## src/rtl/bus_uart_tx.sv

```systemverilog
// Memory-mapped 8N1 UART transmitter: CPU pushes bytes into a TX FIFO through
// a byte-lane bus, and a serializer shifts them out on txd at BAUD_DIV clocks/bit.
module bus_uart_tx #(
  parameter int          FIFO_DEPTH  = 8,
  parameter logic [15:0] DEFAULT_DIV = 16'd868
) (
  input  logic        clk,
  input  logic        reset,
  input  logic        busSel,
  input  logic        busWe,
  input  logic [3:0]  busAddr,
  input  logic [31:0] busWData,
  input  logic [3:0]  Byte_Enable,
  output logic [31:0] busRData,
  output logic        txd,
  output logic        tx_irq
);

  localparam int PW = $clog2(FIFO_DEPTH);
  localparam int CW = PW + 1;

  typedef enum logic [1:0] {S_IDLE, S_START, S_DATA, S_STOP} state_e;

  localparam logic [1:0] REG_CTRL   = 2'd0;
  localparam logic [1:0] REG_BAUD   = 2'd1;
  localparam logic [1:0] REG_TXDATA = 2'd2;
  localparam logic [1:0] REG_STATUS = 2'd3;

  state_e         state_q, state_d;
  logic [1:0]     ctrl_q, ctrl_d;
  logic [15:0]    baud_q, baud_d;
  logic           overflow_q, overflow_d;
  logic [CW-1:0]  count_q, count_d;
  logic [PW-1:0]  wr_ptr_q, wr_ptr_d;
  logic [PW-1:0]  rd_ptr_q, rd_ptr_d;
  logic [7:0]     shift_q, shift_d;
  logic [2:0]     bit_idx_q, bit_idx_d;
  logic [15:0]    timer_q, timer_d;
  logic [15:0]    period_q, period_d;

  logic [7:0]     fifo_mem [FIFO_DEPTH];

  logic           wr_en, push_req, push_ok, pop;
  logic           full, empty, busy, tick;
  logic [15:0]    baud_eff;
  logic [1:0]     reg_sel;
  logic           unused_bits;

  assign unused_bits = ^{busAddr[1:0], busWData[31:16], Byte_Enable[3:2]};

  assign reg_sel  = busAddr[3:2];
  assign wr_en    = busSel & busWe;
  assign empty    = (count_q == '0);
  assign full     = (count_q == CW'(FIFO_DEPTH));
  assign busy     = (state_q != S_IDLE);
  assign tick     = (timer_q == 16'd0);
  assign baud_eff = (baud_q == 16'd0) ? 16'd1 : baud_q;

  assign push_req = wr_en & (reg_sel == REG_TXDATA) & Byte_Enable[0];
  assign pop      = (state_q == S_IDLE) & ctrl_q[0] & ~empty;
  // A full FIFO still accepts a push when the serializer frees a slot this cycle.
  assign push_ok  = push_req & (~full | pop);

  // Register file and FIFO bookkeeping.
  always_comb begin
    ctrl_d     = ctrl_q;
    baud_d     = baud_q;
    overflow_d = overflow_q;
    count_d    = count_q;
    wr_ptr_d   = wr_ptr_q;
    rd_ptr_d   = rd_ptr_q;

    if (wr_en && reg_sel == REG_CTRL && Byte_Enable[0])
      ctrl_d = busWData[1:0];
    if (wr_en && reg_sel == REG_BAUD) begin
      if (Byte_Enable[0]) baud_d[7:0]  = busWData[7:0];
      if (Byte_Enable[1]) baud_d[15:8] = busWData[15:8];
    end
    if (wr_en && reg_sel == REG_STATUS && Byte_Enable[0] && busWData[3])
      overflow_d = 1'b0;
    if (push_req && !push_ok)
      overflow_d = 1'b1;

    if (push_ok) wr_ptr_d = wr_ptr_q + 1'b1;
    if (pop)     rd_ptr_d = rd_ptr_q + 1'b1;
    if (push_ok && !pop)      count_d = count_q + 1'b1;
    else if (pop && !push_ok) count_d = count_q - 1'b1;
  end

  // Serializer FSM: next-state and datapath.
  // NOTE: every always_comb output gets a default first, so no path can infer a latch.
  always_comb begin
    state_d   = state_q;
    shift_d   = shift_q;
    bit_idx_d = bit_idx_q;
    period_d  = period_q;
    timer_d   = tick ? (period_q - 16'd1) : (timer_q - 16'd1);

    unique case (state_q)
      S_IDLE: begin
        timer_d = timer_q;
        if (pop) begin
          state_d   = S_START;
          shift_d   = fifo_mem[rd_ptr_q];
          period_d  = baud_eff;
          timer_d   = baud_eff - 16'd1;
          bit_idx_d = 3'd0;
        end
      end
      S_START: begin
        if (tick) begin
          state_d   = S_DATA;
          bit_idx_d = 3'd0;
        end
      end
      S_DATA: begin
        if (tick) begin
          shift_d   = {1'b0, shift_q[7:1]};
          bit_idx_d = bit_idx_q + 3'd1;
          if (bit_idx_q == 3'd7) state_d = S_STOP;
        end
      end
      S_STOP: begin
        if (tick) state_d = S_IDLE;
      end
      default: state_d = S_IDLE;
    endcase
  end

  // NOTE: sequential state uses non-blocking assignments so all flops update together.
  always_ff @(posedge clk or negedge reset) begin
    if (!reset) begin
      state_q    <= S_IDLE;
      ctrl_q     <= 2'b00;
      baud_q     <= DEFAULT_DIV;
      overflow_q <= 1'b0;
      count_q    <= '0;
      wr_ptr_q   <= '0;
      rd_ptr_q   <= '0;
      shift_q    <= 8'h00;
      bit_idx_q  <= 3'd0;
      timer_q    <= 16'd0;
      period_q   <= 16'd1;
    end else begin
      state_q    <= state_d;
      ctrl_q     <= ctrl_d;
      baud_q     <= baud_d;
      overflow_q <= overflow_d;
      count_q    <= count_d;
      wr_ptr_q   <= wr_ptr_d;
      rd_ptr_q   <= rd_ptr_d;
      shift_q    <= shift_d;
      bit_idx_q  <= bit_idx_d;
      timer_q    <= timer_d;
      period_q   <= period_d;
    end
  end

  // NOTE: FIFO storage is not reset; the count and pointers alone define validity.
  always_ff @(posedge clk) begin
    if (push_ok) fifo_mem[wr_ptr_q] <= busWData[7:0];
  end

  always_comb begin
    busRData = 32'h0;
    if (busSel) begin
      unique case (reg_sel)
        REG_CTRL:   busRData = {30'h0, ctrl_q};
        REG_BAUD:   busRData = {16'h0, baud_q};
        REG_TXDATA: busRData = 32'h0;
        REG_STATUS: busRData = {16'h0, 8'(count_q), 4'h0, overflow_q, busy, empty, full};
        default:    busRData = 32'h0;
      endcase
    end
  end

  assign txd    = (state_q == S_START) ? 1'b0 :
                  (state_q == S_DATA)  ? shift_q[0] : 1'b1;
  assign tx_irq = empty & ctrl_q[1];

endmodule

```

## config.mk

```make
export PLATFORM = sky130hd
export DESIGN_NAME = bus_uart_tx
export DESIGN_NICKNAME = d
export VERILOG_FILES = /design/src/rtl/bus_uart_tx.sv
export SDC_FILE = /design/constraint.sdc
export NUM_CORES = 1
export LEC_CHECK = 0
export CAP_MARGIN = 15
export CORE_ASPECT_RATIO = 1.2
export CORE_MARGIN = 2
export CORE_UTILIZATION = 55
export DETAILED_ROUTE_END_ITERATION = 7
export HOLD_SLACK_MARGIN = 0.15
export PLACE_DENSITY_LB_ADDON = 0.1
export SLEW_MARGIN = 30
export SYNTH_ARGS = -nofsm -noshare
export SYNTH_HDL_FRONTEND = slang
export SYNTH_SLANG_ARGS = --single-unit
```

## constraint.sdc

```tcl
create_clock -name clk -period 3.5 [get_ports clk]
set_clock_uncertainty 0.1 [all_clocks]
set_input_delay 1.05 -clock clk [delete_from_list [all_inputs] [get_ports clk]]
set_output_delay 1.05 -clock clk [all_outputs]
set_load 0.05 [all_outputs]
```

==> impl_metrics.csv <==
group,metric,value,unit
status,run_status,"finished clean",
power_and_ir_drop,power.ir.vdd_worst,433,µV
drt,dr_wl_met3,705,µm
worst_setup_path,cpMaxStageDelayCell,"clkdlybuf4s50_1",
cells_and_area,final_cell_count_no_fill,768,
synthesis,avgSynthCellArea,12.8,µm²
worst_setup_path,worstSetupPathDepth,7,
synthesis,post_synth_xor_area_fraction,0.0271,
worst_setup_path,timing.critical_path.buf_inv,4,
cts,ctsRootBufferMaster,"clkbuf_16",
placement,dpl_worst_slack,-39.0,ps
synthesis,ys.flop_type,"dfrtp_1",
worst_setup_path,setup.worst_path.start_class,"input pin",
floorplan,row_count,44,
power_and_ir_drop,net_switching_fraction_of_the_power,0.378,
placement,port-buffer-count,41,
global_routing,grt_pass1_vias,4635,
timing,drv_slew,0,
floorplan,die_area,0.0132,mm²
synthesis,asyncSetResetFlopFracSynth,0.536,
timing,max_freq,0.290,GHz
synthesis,yosys.area_share.adder,0.0251,
power_and_ir_drop,power_density,826,mW/mm²
synthesis,dominant_combinational_cell_family_by_area_after_synthesis,"multiplexers",
cts,clk-insertion-delay-late,420,ps
synthesis,post_synth_inst_count,530,
synthesis,synth_edf_count,64,
worst_setup_path,critPathRequiredTime,2350,ps
cells_and_area,antenna-diode-count,0,
timing,grt_setup_unrepaired,"true",
floorplan,pin_count,78,
cts,cts-hold-fix-buffers,0,
worst_hold_path,min_path_cells,2,
synthesis,synth-simple-area-share,0.122,
floorplan,start_util,0.563,
global_routing,globalRouteTotalUtil,0.244,
drt,drc,0,
cells_and_area,share_of_final_layout_standard_cells_stronger_than_drive_strength_1,0.270,
timing,finalSetupViolations,0,
drt,highest_layer,"met4",
synthesis,yosysSeqAreaShare,0.557,
placement,gp_congestion,0.877,
floorplan,core-area,0.0121,mm²
worst_setup_path,cp_cell_sequence,"clkdlybuf4s50_1 > buf_4 > nand2_1 > nor2_1 > buf_4 > and2_1 > buf_12",
synthesis,postSynthRegisterBits,138,
cts,numCtsBuffers,17,
floorplan,fp.dieW,105,µm
drt,met2_wirelength,8000,µm
worst_setup_path,reg2regPathDepth,10,
floorplan,die_h,126,µm
cells_and_area,finish.net_count,651,
drt,drt.antenna.violating_nets,0,
synthesis,post_synth_mux_area_share,0.150,
drt,met1_length,5870,µm
cells_and_area,final_util,0.678,
worst_setup_path,critPathMaxFanout,8,
drt,vias,4377,
placement,placed_cells_incl_taps,734,
cells_and_area,fin_area,0.00817,mm²
placement,placedInstanceArea,0.00756,mm²
cts,cts.sink_count,138,
cells_and_area,area.growth.synth_to_final,20.4,%
worst_hold_path,hold_removal_path_class,"flip-flop to flip-flop",
cts,cts.clk_slew.worst_paths,60,ps
timing,worst_max_slew_pin_slew,805,ps
job,maxCapViolCount,0,
synthesis,mappedNetlistArea,0.00679,mm²
synthesis,synth-compound-area-share,0.0808,
global_routing,global_route_wire_length_before_repair,24600,µm
worst_setup_path,setup.reg_to_reg.worst_slack,340,ps
cts,clock_path_buffers,2,
synthesis,synth_warnings,0,
drt,wire_per_inst,19.4,µm
timing,finalCriticalPeriod,3440,ps
cts,clock_tree.htree_level_count,4,
power_and_ir_drop,internal_power,4200,µW
timing,layout_worst_path_cycle_share,0.984,
global_routing,grt_start_max_net_pins,75,
worst_setup_path,worst_path_dominant_cell_family,"buffers and inverters",
power_and_ir_drop,clockPowerShare,0.255,
drt,detail_route.iter0.violations,226,
cells_and_area,fill_cells,882,
worst_setup_path,crit_path_top_cell_by_count,"buf_4",
power_and_ir_drop,static-leakage-power,0.00318,µW
global_routing,grt-ovfl-total,0,
global_routing,antenna_found_initial,0,
placement,dp_hpwl,9970,µm
power_and_ir_drop,combPwrFrac,0.360,
cts,cts_tree,"yes",
synthesis,synth_cell_type_count,61,
power_and_ir_drop,power.total,6750,µW
drt,detailedRoute.firstPassIterationCount,5,
power_and_ir_drop,p_switching,2550,µW
worst_setup_path,crit_arrival,2290,ps
timing,layout_setup_ws,55.5,ps
worst_setup_path,timing.critical_path.slowest_cell_delay,470,ps
drt,routed_wl,14900,µm
timing,finalHoldViolations,0,
worst_setup_path,crit_type,"input pin to primary output",
power_and_ir_drop,power.sequential.fraction,0.384,
worst_setup_path,setup.worst_path.end_class,"primary output",
drt,vias_per_cell,5.70,
timing,timing.slew.headroom,0.463,
==> final cells by class <==
type	instances	area [µm²]	area share
Sequential cell	138	3780	0.463
Multi-Input combinational cell	361	2820	0.345
Inverter	10	37.5	0.00459
Tap cell	161	201	0.0247
Timing Repair Buffer	66	759	0.0930
Clock buffer	17	425	0.0521
Clock inverter	15	146	0.0179
==> path summary, 6_finish.rpt <==
kind,startpoint,endpoint
max in group asynchronous,reset,baud_q[3]
worst min-delay path,shift_q[7],shift_q[7]
min in group asynchronous,reset,period_q[8]
worst max register to register,state_q[0],timer_q[7]
worst min register to register,shift_q[7],shift_q[7]
worst max-delay path,busSel,busRData[12]
==> per-layer routing <==
layer  GRT usage  up-vias
met1       0.291     2180
met4       0.104        0
met5           0        -
met2       0.430      122
met3      0.0497       26
li1            -     2049
==> synthesized netlist by cell type, types with 4 or more instances <==
cell type / instances / area share
nor3b_1: 6 / 0.0066
dfstp_2: 6 / 0.023
inv_1: 9 / 0.0050
buf_2: 4 / 0.0029
xor2_1: 7 / 0.0090
a21oi_1: 25 / 0.018
nor2b_1: 7 / 0.0065
and2_1: 12 / 0.011
ha_1: 12 / 0.022
mux2i_1: 17 / 0.025
nand3_1: 7 / 0.0052
nand2_1: 42 / 0.023
xnor2_1: 14 / 0.018
nor4_1: 4 / 0.0037
edfxtp_1: 64 / 0.28
nand2b_1: 5 / 0.0046
mux2_2: 43 / 0.071
mux4_2: 16 / 0.053
dfrtp_1: 68 / 0.25
o21ai_0: 24 / 0.018
buf_4: 17 / 0.019
clkbuf_1: 10 / 0.0055
a31oi_1: 4 / 0.0037
a221oi_1: 5 / 0.0065
nor2_1: 38 / 0.021
nor3_1: 13 / 0.0096
==> power groups by stage <==
stage / clock network [µW] / registers, µW / logic (µW)
floorplan: 0 / 2390 / 2010
global placement: 0 / 2600 / 2340
detailed placement: 0 / 2620 / 2430
CTS: 1750 / 2590 / 2460
global route: 1820 / 2660 / 2690
finish: 1720 / 2600 / 2430
==> state kept, by name, indices dropped and copies added (netlist names) <==
register,count
bit_idx_q,3
rd_ptr_q,3
count_q,4
shift_q,8
timer_q,16
period_q,16
wr_ptr_q,3
fifo_mem,64
baud_q,16
ctrl_q,2
state_q,2
overflow_q,1
==> metrics by stage <==
| step | hold WS [ps] | TNS (ps) |
|---|---|---|
| finish | 398 | 0 |
| detailed placement | 372 | -57.8 |
| CTS | 403 | 0 |
| floorplan | 354 | 0 |
| global placement | 370 | -6.63 |
| global route | 436 | -119 |
==> cells in the final DEF, fill, tap and decap left out, types with 3 or more instances in the layout <==
| master | count |
|---|---|
| a21oi_1 | 25 |
| a221oi_1 | 5 |
| a31oi_1 | 4 |
| and2_1 | 8 |
| and2_4 | 4 |
| and3_1 | 3 |
| buf_12 | 16 |
| buf_4 | 24 |
| clkbuf_16 | 17 |
| clkdlybuf4s50_1 | 21 |
| conb_1 | 16 |
| dfrtp_1 | 68 |
| dfstp_2 | 6 |
| edfxtp_1 | 64 |
| ha_1 | 12 |
| inv_1 | 9 |
| inv_6 | 7 |
| inv_8 | 5 |
| mux2_2 | 43 |
| mux2i_1 | 17 |
| mux4_2 | 16 |
| nand2_1 | 42 |
| nand2b_1 | 5 |
| nand3_1 | 7 |
| nor2_1 | 37 |
| nor2b_1 | 7 |
| nor3_1 | 13 |
| nor3b_1 | 6 |
| nor4_1 | 4 |
| nor4_4 | 3 |
| o21ai_0 | 24 |
| or3_1 | 3 |
| xnor2_1 | 14 |
| xor2_1 | 7 |
==> timing repair <==
action,CTS,global route
setup buffers,1,0
pin swaps,1,0
cloned,1,0
gates resized for setup,3,5
endpoints found under the setup margin,1,10
==> worst register-to-register path, stage by stage (launching register included) <==
cell and delay [ps]:
dfrtp_1 410, inv_1 100, ha_1 390, nand2_1 170
nor2_1 500, inv_2 100, buf_4 250, nand2_1 130
buf_4 310, o21ai_0 160, a2111o_1 420
==> cells by family after synthesis <==
group,Yosys count
flip-flops,138
XOR/XNOR,21
AO/OA/AOI/OAI,82
multiplexers,76
buffers and inverters,46
AND/OR/NAND/NOR,153
other,1
adder cells (fa/ha/maj),13
(Power assumes the default switching activity.)
